**src/rtl/uart_pkg.sv**
```systemverilog
// Shared UART definitions: receiver FSM states, default bit timing and data width.
// The matching transmitter uses the same package.
package uart_pkg;

  localparam int DEFAULT_CLK_PER_BIT = 868;
  localparam int UART_DATA_W         = 8;

  typedef enum logic [2:0] {
    RX_IDLE,
    RX_START,
    RX_DATA,
    RX_STOP,
    RX_BREAK
  } uart_rx_state_t;

endpackage

```
**src/rtl/uart_sync.sv**
```systemverilog
// Two-flop synchronizer for the asynchronous serial line.
// Both flops reset high so that a line in reset looks idle.
module uart_sync (
  input  logic i_clk,
  input  logic i_rst_n,
  input  logic i_async,
  output logic o_sync
);

  logic r_meta;
  logic r_sync;

  always_ff @(posedge i_clk or negedge i_rst_n) begin
    if (!i_rst_n) begin
      r_meta <= 1'b1;
      r_sync <= 1'b1;
    end else begin
      r_meta <= i_async;
      r_sync <= r_meta;
    end
  end

  assign o_sync = r_sync;

endmodule

```
**src/rtl/uart_receiver.sv**
```systemverilog
// 8N1 UART receiver with a valid/ready output holding register.
// Frames with a low stop bit raise FRAME_ERR; bytes arriving while the register is full raise OVERRUN.
module uart_receiver
  import uart_pkg::*;
#(
  parameter int CLK_PER_BIT = DEFAULT_CLK_PER_BIT
) (
  input  logic                   CLK,
  input  logic                   RSTN,
  input  logic                   UART_RX,
  output logic [UART_DATA_W-1:0] DATA,
  output logic                   VALID,
  input  logic                   READY,
  output logic                   FRAME_ERR,
  output logic                   OVERRUN
);

  localparam int CW    = $clog2(CLK_PER_BIT);
  localparam int IDX_W = $clog2(UART_DATA_W);

  localparam logic [CW-1:0]    C_HALF   = CW'(CLK_PER_BIT / 2 - 1);
  localparam logic [CW-1:0]    C_LAST   = CW'(CLK_PER_BIT - 1);
  localparam logic [IDX_W-1:0] IDX_LAST = IDX_W'(UART_DATA_W - 1);

  uart_rx_state_t r_state;
  uart_rx_state_t w_state_next;

  logic [CW-1:0]          r_cnt;
  logic [IDX_W-1:0]       r_idx;
  logic [UART_DATA_W-1:0] r_shift;
  logic [UART_DATA_W-1:0] r_data;
  logic                   r_valid;
  logic                   r_frame_err;
  logic                   r_overrun;

  logic w_rxs;
  logic w_cnt_clr;
  logic w_idx_clr;
  logic w_shift_en;
  logic w_deliver;
  logic w_frame_err;

  uart_sync u_sync (
    .i_clk   (CLK),
    .i_rst_n (RSTN),
    .i_async (UART_RX),
    .o_sync  (w_rxs)
  );

  always_comb begin
    w_state_next = r_state;
    w_cnt_clr    = 1'b0;
    w_idx_clr    = 1'b0;
    w_shift_en   = 1'b0;
    w_deliver    = 1'b0;
    w_frame_err  = 1'b0;
    case (r_state)
      RX_IDLE: begin
        w_cnt_clr = 1'b1;
        if (!w_rxs) w_state_next = RX_START;
      end
      // A start bit must still be low at its midpoint, otherwise it was a glitch.
      RX_START: begin
        if (r_cnt == C_HALF) begin
          w_cnt_clr    = 1'b1;
          w_idx_clr    = 1'b1;
          w_state_next = w_rxs ? RX_IDLE : RX_DATA;
        end
      end
      RX_DATA: begin
        if (r_cnt == C_LAST) begin
          w_cnt_clr  = 1'b1;
          w_shift_en = 1'b1;
          if (r_idx == IDX_LAST) w_state_next = RX_STOP;
        end
      end
      // Leaving mid-stop-bit lets the next start edge be caught without a gap.
      RX_STOP: begin
        if (r_cnt == C_LAST) begin
          w_cnt_clr = 1'b1;
          if (w_rxs) begin
            w_deliver    = 1'b1;
            w_state_next = RX_IDLE;
          end else begin
            w_frame_err  = 1'b1;
            w_state_next = RX_BREAK;
          end
        end
      end
      RX_BREAK: begin
        w_cnt_clr = 1'b1;
        if (w_rxs) w_state_next = RX_IDLE;
      end
      default: begin
        w_cnt_clr    = 1'b1;
        w_state_next = RX_IDLE;
      end
    endcase
  end

  always_ff @(posedge CLK or negedge RSTN) begin
    if (!RSTN) begin
      r_state <= RX_IDLE;
      r_cnt   <= '0;
      r_idx   <= '0;
      r_shift <= '0;
    end else begin
      r_state <= w_state_next;
      r_cnt   <= w_cnt_clr ? '0 : r_cnt + CW'(1);
      if (w_idx_clr) begin
        r_idx <= '0;
      end else if (w_shift_en) begin
        r_idx <= r_idx + IDX_W'(1);
      end
      if (w_shift_en) r_shift[r_idx] <= w_rxs;
    end
  end

  // A new byte may replace the held one only when the consumer takes the old one that same cycle.
  always_ff @(posedge CLK or negedge RSTN) begin
    if (!RSTN) begin
      r_data      <= '0;
      r_valid     <= 1'b0;
      r_frame_err <= 1'b0;
      r_overrun   <= 1'b0;
    end else begin
      r_frame_err <= w_frame_err;
      r_overrun   <= 1'b0;
      if (w_deliver) begin
        if (!r_valid || READY) begin
          r_data  <= r_shift;
          r_valid <= 1'b1;
        end else begin
          r_overrun <= 1'b1;
        end
      end else if (r_valid && READY) begin
        r_valid <= 1'b0;
      end
    end
  end

  assign DATA      = r_data;
  assign VALID     = r_valid;
  assign FRAME_ERR = r_frame_err;
  assign OVERRUN   = r_overrun;

endmodule

```
**config.mk**
```make
export PLATFORM = sky130hd
export DESIGN_NAME = uart_receiver
export DESIGN_NICKNAME = d
export VERILOG_FILES = /design/src/rtl/uart_pkg.sv /design/src/rtl/uart_sync.sv /design/src/rtl/uart_receiver.sv
export SDC_FILE = /design/constraint.sdc
export NUM_CORES = 1
export LEC_CHECK = 0
export BUFFER_PORTS_ARGS = -buffer_cell sky130_fd_sc_hd__buf_2
export CAP_MARGIN = 20
export CORE_ASPECT_RATIO = 1.75
export CORE_MARGIN = 2
export CORE_UTILIZATION = 40
export CTS_BUF_LIST = sky130_fd_sc_hd__clkbuf_16
export CTS_CLUSTER_DIAMETER = 60
export DETAILED_ROUTE_END_ITERATION = 10
export HOLD_SLACK_MARGIN = 0.02
export PLACE_DENSITY = 0.53
export SLEW_MARGIN = 5
export SYNTH_ARGS = -nofsm -noshare
export SYNTH_HDL_FRONTEND = slang
export SYNTH_SLANG_ARGS = --single-unit
```
**constraint.sdc**
```tcl
create_clock -name CLK -period 2.7 [get_ports CLK]
set_input_delay 0.27 -clock CLK [delete_from_list [all_inputs] [get_ports CLK]]
set_output_delay 0.27 -clock CLK [all_outputs]
set_load 0.01 [all_outputs]
```
# [Word-level counts from Yosys, hierarchy flattened]
# Cells that the tools add are included.
[totals] output_inout_bits=11 memories=0 word_cells=70 mem_bits_rw=0 rom_bits=0 regBits=37 latch_bits=0 input_bits=4
[classes] reduce_logical=11 n_mux=31 n_bitwise=0 n_eq_ne=14 div_mod_pow=0 add_sub_neg=2 shift=0 n_lt_le_gt_ge=2 mul=0
[ops] cell="3-bit two-way mux" n=9
[ops] cell="1-bit two-way mux" n=16
[ops] cell="3-bit one-hot mux with 5 select lines" n=1
[ops] cell="10-bit by 1-bit adder with 10-bit output, second input constant" n=1
[ops] cell="10-bit equality test, second input constant" n=1
[ops] cell="10-bit by 9-bit equality test with 1-bit output, second input constant" n=1
[ops] cell="10-bit two-way mux" n=1
[ops] cell="2-bit != test, second input constant" n=5
[ops] cell="8-bit bitwise mux" n=1
[ops] cell="3-bit by 2-bit equality test with 1-bit output, second input constant" n=2
[ops] cell="3-bit equality test, second input constant" n=2
[ops] cell="6-bit AND reduction" n=1
[ops] cell="3-bit by 4-bit < comparator with 1-bit output, second input constant" n=1
[ops] cell="2-bit by 1-bit != test with 1-bit output, second input constant" n=2
[ops] cell="2-bit AND reduction" n=2
[ops] cell="2-bit nonzero test" n=2
[ops] cell="3-bit by 1-bit adder with 3-bit output, second input constant" n=1
[ops] cell="1-bit demux with 3-bit select" n=1
[ops] cell="3-bit by 1-bit equality test with 1-bit output, second input constant" n=1
[ops] cell="3-bit by 1-bit greater-or-equal comparator with 1-bit output, second input constant" n=1
[ops] cell="3-bit zero test" n=1
[ops] cell="1-bit logical AND" n=2
[ops] cell="2-bit two-way mux" n=1
[ops] cell="1-bit one-hot mux with 2 select lines" n=1
[ops] cell="3 further kinds" n=3

# [Longest topological paths before layout]
[logic_depth] depth_word=5 depth_mapped=7 ltp_nobuf=6

# [By module]
# A second synthesis with hierarchy kept.
[hier_totals] cells_unflattened=147 hier_area_um2=1717.9
[modules_own_cells] mod="uart_receiver" n_inst=1 seq_area_each_um2=875.8 cells_per_inst=145 area_per_inst_um2=1665.3
[modules_own_cells] mod="uart_sync" n_inst=1 seq_area_each_um2=52.6 cells_per_inst=2 area_per_inst_um2=52.6

# [Worst setup path after synthesis]
# No wires, ideal clock.
[synth_path] path_type="register to register" startpoint="reg r_cnt[0]" endpoint="reg r_cnt[7]" arrival_ps=1893 path_slack_ps=738 n_path_buf=2 period_less_slack_ps=1962 stages_incl_launch_ff=8 setup_ps=69 t_required_ps=2631 path_cell_list="dfrtp_1 > ha_1 > nor4bb_2 > and4_1 > buf_6 > or4_4 > buf_6 > nor2_2"
[synth_between] elab_chain_len=4 word_cells_on_any_way=7 cone_classes="add/sub: 1; eq/ne: 2; mux: 4"
[synth_rtl] element="from (decl)" line_no="uart_receiver.sv:28" text="logic [CW-1:0] r_cnt;"
[synth_rtl] element="from (signal assigned)" line_no="uart_receiver.sv:109" text="r_cnt <= w_cnt_clr ? '0 : r_cnt + CW'(1);"
[synth_rtl] element="parallel branches: the longest is 3 deep, another holds 10-bit by 1-bit adder with 10-bit output"
[synth_rtl] element="10-bit two-way mux (*)" line_no="uart_receiver.sv:109"
# Every way passes the cells marked *.
# A chain may end at the register's enable or synchronous reset.

# [Worst setup path after layout]
[layout_path] startpoint="reg r_cnt[0]" endpoint="reg r_shift[5]"
[layout_between] elab_chain_len=3
[layout_rtl] element="10-bit equality test" line_no="uart_receiver.sv:71" text="if (r_cnt == C_LAST) begin"
[layout_rtl] element="1-bit two-way mux" line_no="uart_receiver.sv:71"
[layout_rtl] element="1-bit two-way mux" line_no="uart_receiver.sv:57" text="case (r_state)"
[layout_rtl] element="to (signal, indexed assignment)" line_no="uart_receiver.sv:115" text="if (w_shift_en) r_shift[r_idx] <= w_rxs;"
[layout_rtl] element="to (decl)" line_no="uart_receiver.sv:30" text="logic [UART_DATA_W-1:0] r_shift;"
# Every way passes these cells.

==> results by stage <==
Logic synthesis:
- The area fraction of the dominant cell type after synthesis is 0.487.
- The synthesized design contains 0 enable-type register cells.
- The cell taking the most area after synthesis is sky130_fd_sc_hd__dfrtp_1.
- The flip-flop and latch count after synthesis is 37.
- The post-synthesis cell count is 149.
- The XOR/XNOR share of the synthesized area is 0.0438.
- After synthesis, the cell types taking the most area are sky130_fd_sc_hd__dfrtp_1, sky130_fd_sc_hd__mux2_2, sky130_fd_sc_hd__dfstp_2.
- Of the post-synthesis cell area, the part taken by muxes is 0.111.
- The synthesis warning total is 0.
- The number of different library cells used by synthesis comes to 41.
- The synthesized-area fraction occupied by ao, oa, aoi and oai cells is 0.0306.
- The largest family of logic cells by synthesized area is simple AND/OR/NAND/NOR gates.
- The post-synthesis simple-gate area fraction is 0.236.
- The net count after synthesis is 157.
- The post-synthesis adder-cell area fraction is 0.0278.
- Of all flip-flops after synthesis, the portion carrying an async set or reset was 1.00.
- The share of the Yosys chip area taken by registers is 0.516.
- The post-synthesis area per instance is 12.1 um2.
- For this run, the leading register cell type out of synthesis is sky130_fd_sc_hd__dfrtp_1.
- The mapped netlist covers 1800 um2.

Power and ir drop:
- The cell internal power dissipation is 992 uW.
- The areal power density over the cells is 601 nW/um2.
- The fraction of power consumed by the clock network is 0.533.
- Of the total power, the share spent switching nets is 0.195.
- Summing internal, switching and leakage power gives 1.23 mW.
- The net switching power is 240 uW.
- The sequential fraction of design power is 0.456.
- Of the total power, combinational logic draws 0.011.
- The leakage power total is 0.967 nW.
- IR analysis of the VDD net gives a maximum drop of 0.483 mV.

Drt:
- For this run, design rule violations remaining after detail routing come to 0.
- For this block, the via count after detailed routing is 1142.
- The wire length per cell is 15.2 um.
- The count of nets left with antenna violations once routing finished came out at 0.
- The detailed router finished its first iteration with 11 violations.
- The final layout contains routed wiring with a total length of 3230 um.
- The detailed-routing iteration count for the pre-antenna-repair pass is 4.
- The mean number of vias per cell is 5.36.

Worst setup path:
- The capture instance of the worst register-to-register path is r_shift[5].
- For the worst setup path, the data arrival time is 2.29 ns.
- The slowest cell on the critical path is sky130_fd_sc_hd__dfrtp_1.
- STA classifies the critical path endpoint as a register.
- In this run the critical register-to-register path is launched from r_cnt[0].
- The element type at the critical path start is a register.
- At the worst endpoint, the required time is 2.87 ns.
- The critical path goes through ha_1, nor4bb_2, nand4_1, buf_4, nor4bb_1, mux2_2.
- The critical path in this run is classified as register to register.
- In this run the register-to-register setup slack is 0.58 ns.
- The highest net fanout along the worst path is 11.
- For this run, the slowest stage of the critical path takes 0.42 ns.
- The cell depth of the worst flop-to-flop path is 6.

Final layout:
- The ratio of cells with drive above 1 in the final layout is 0.352.
- At the end of the flow the core is filled with cells to 0.469.
- The number of diodes added for antenna fixing is 0.
- The area added between synthesis and finish is 13.8%.
- The filler-free cell count of the finished design is 213.
- The layout net count is 169.

Clock tree:
- The clock drives 37 sinks.
- The depth of the CTS H-tree is 2.
- In this run, post-CTS repair resized a total of 0 instances.
- The CTS tree is yes.
- The clock latency reported for the late side of the worst-skew pair is 0.28 ns.
- Counting the buffers created by CTS gives 5.
- The maximum buffer depth of the clock tree is 2.
- The clock transition at the register clock pins on the worst setup and hold paths after CTS is 0.06 ns.
- The cell sitting at the root of the clock tree is a sky130_fd_sc_hd__clkbuf_16.
- Once the clock tree was built, the setup fixing pass inserted 0 buffers.
- In this run, post-CTS hold repair placed 0 buffers.

Global routing:
- The all-layer global routing usage is 0.156.
- The initial antenna violation count was 0.
- The most used routing layer in global routing is met2.
- For met1 alone, demand over resource in global routing was 0.174.
- Entering global routing, the biggest net connects 38 pins.
- For this run the aggregate overflow at the end of global routing stands at 0.
- The met3 track demand over resource in global routing is 0.0355.
- The via count of the first global-routing pass is 1233.
- The wire length of the first global-routing pass is 5750 um.
- The met2 layer usage reported by global route is 0.263.

Run status:
- The run finished with clean final reports.

Floorplan:
- The die covers 5070 um2.
- The die outline height is 92.7 um.
- In this run the horizontal extent of the chip is 54.7 um.
- The effective utilization at floorplan is 0.412.
- The count of boundary I/O pins is 15.
- The floorplan has 32 rows.
- In this run the standard cell core region covers 4360 um2.

STA:
- The headroom to the max-slew limit is 0.452.
- The measured slew at the worst slew-check pin is 0.822 ns.
- The setup TNS is 0 ns.
- The number of hold-slack violations in the final timing report is 0.
- Setup repair after global routing left no endpoint under its margin.
- Timing would allow up to 472 MHz.
- The ratio of final minimum period to clock period is 0.785.
- The worst path meets setup with 0.579 ns of slack.
- The final clock skew is 0.00308 ns.
- The setup violation total in the final timing report is 0.
- The max-slew violation total from the final report was 0.
- The smallest clock period supported by the final layout is computed as 2.12 ns.

Placement:
- After legalization and detailed placement, the total HPWL measured 2320 um.
- The number of placed instances, taps included is 205.
- At the end of routability-driven placement, the weighted congestion stood at 0.788.
- The count of buffers added on input and output ports is 14.
- The worst slack at placement is 0.562 ns.

Min path:
- The path class of the tightest hold or removal check is input pin to async pin.

Job:
- The tool flagged a number of max-cap violations equal to 0.
-- metrics by stage --
stage          instance area [um2]  hold slack, ns
2_1_floorplan                 1800         -0.0256
3_3_place_gp                  1880           0.346
3_5_place_dp                  1880           0.347
4_1_cts                       2050          0.0801
5_1_grt                       2050          0.0783
6_report                      2050          0.0824
-- cell usage after synthesis, types with 3 or more instances --
cell / count
sky130_fd_sc_hd__nand3_1: 7
sky130_fd_sc_hd__nand4_1: 3
sky130_fd_sc_hd__clkbuf_1: 5
sky130_fd_sc_hd__xor2_1: 6
sky130_fd_sc_hd__nor2_1: 8
sky130_fd_sc_hd__ha_1: 4
sky130_fd_sc_hd__nor3_1: 7
sky130_fd_sc_hd__nor4b_2: 3
sky130_fd_sc_hd__mux2_2: 16
sky130_fd_sc_hd__nand2_1: 4
sky130_fd_sc_hd__dfrtp_1: 35
sky130_fd_sc_hd__nor2b_1: 3
sky130_fd_sc_hd__nor2_2: 8
sky130_fd_sc_hd__xnor2_1: 3
-- layout by cell type, fill, tap and decap left out, types with 2 or more instances in the layout --
cell                        count
sky130_fd_sc_hd__mux2_2        16
sky130_fd_sc_hd__nand2b_1       2
sky130_fd_sc_hd__dfrtp_1       35
sky130_fd_sc_hd__and2_1         2
sky130_fd_sc_hd__dfstp_2        2
sky130_fd_sc_hd__nor2b_1        3
sky130_fd_sc_hd__clkbuf_16      5
sky130_fd_sc_hd__a211oi_1       2
sky130_fd_sc_hd__nand2_1        4
sky130_fd_sc_hd__nand3_1        7
sky130_fd_sc_hd__and3_1         2
sky130_fd_sc_hd__nor2_1         8
sky130_fd_sc_hd__xnor2_1        3
sky130_fd_sc_hd__o21ai_0        2
sky130_fd_sc_hd__nand4_1        3
sky130_fd_sc_hd__ha_1           4
sky130_fd_sc_hd__nor2_2         8
sky130_fd_sc_hd__buf_2         14
sky130_fd_sc_hd__and4_1         2
sky130_fd_sc_hd__mux2i_1        2
sky130_fd_sc_hd__xor2_1         6
sky130_fd_sc_hd__nor4b_2        3
sky130_fd_sc_hd__nor3_1         7
-- registers in the layout, indices dropped and copies added, names as in the netlist, 3 cells and up --
signal   count
r_cnt       10
r_shift      8
DATA         8
r_state      3
r_idx        3
-- logic make-up after synthesis --
group	Yosys count
compound gates	8
xor+xnor	9
fa+ha+maj	4
buf+inv	11
flops	37
mux	18
simple gates	62
-- area by class of cell --
class                           count  area, um2
Inverter                            1       3.75
Sequential cell                    37        928
Fill cell                         395       2320
Timing Repair Buffer               15       77.6
Clock inverter                      3       41.3
Clock buffer                        5        125
Tap cell                           51       63.8
Multi-Input combinational cell    101        808
-- how the worst max path moves through the flow --
| stage | start | cells past startpoint | end |
|---|---|---|---|
| final | r_cnt[0] | 6 | r_shift[5] |
| after global routing | r_cnt[0] | 6 | r_shift[5] |
| after CTS | r_cnt[0] | 6 | r_shift[2] |
| after detailed placement | r_cnt[0] | 6 | r_shift[2] |
| after global placement | r_cnt[0] | 6 | r_shift[2] |
| after floorplan | r_cnt[0] | 7 | r_cnt[7] |
-- routing by layer --
layer  part of all wire  vias to the layer above
met5                  0                        -
met4              0.029                        0
met3              0.031                        8
met2               0.54                       16
met1               0.40                      564
li1                   -                      554
-- power groups by stage --
stage	clock (mW)	sequential [mW]	combinational, mW
3_3_place_gp	0	0.571	0.0144
6_report	0.657	0.561	0.0137
5_1_grt	0.688	0.561	0.0165
4_1_cts	0.669	0.561	0.0148
3_5_place_dp	0	0.571	0.0149
2_1_floorplan	0	0.569	0.00292
-- critical path, delay by kind of cell, from the launching register on --
family / cells / cell delay, ns
fa+ha+maj: 1 / 0.25
buf+inv: 1 / 0.22
flops: 1 / 0.42
mux: 1 / 0.37
simple gates: 3 / 0.74
Power figures use the tool's default switching activity.
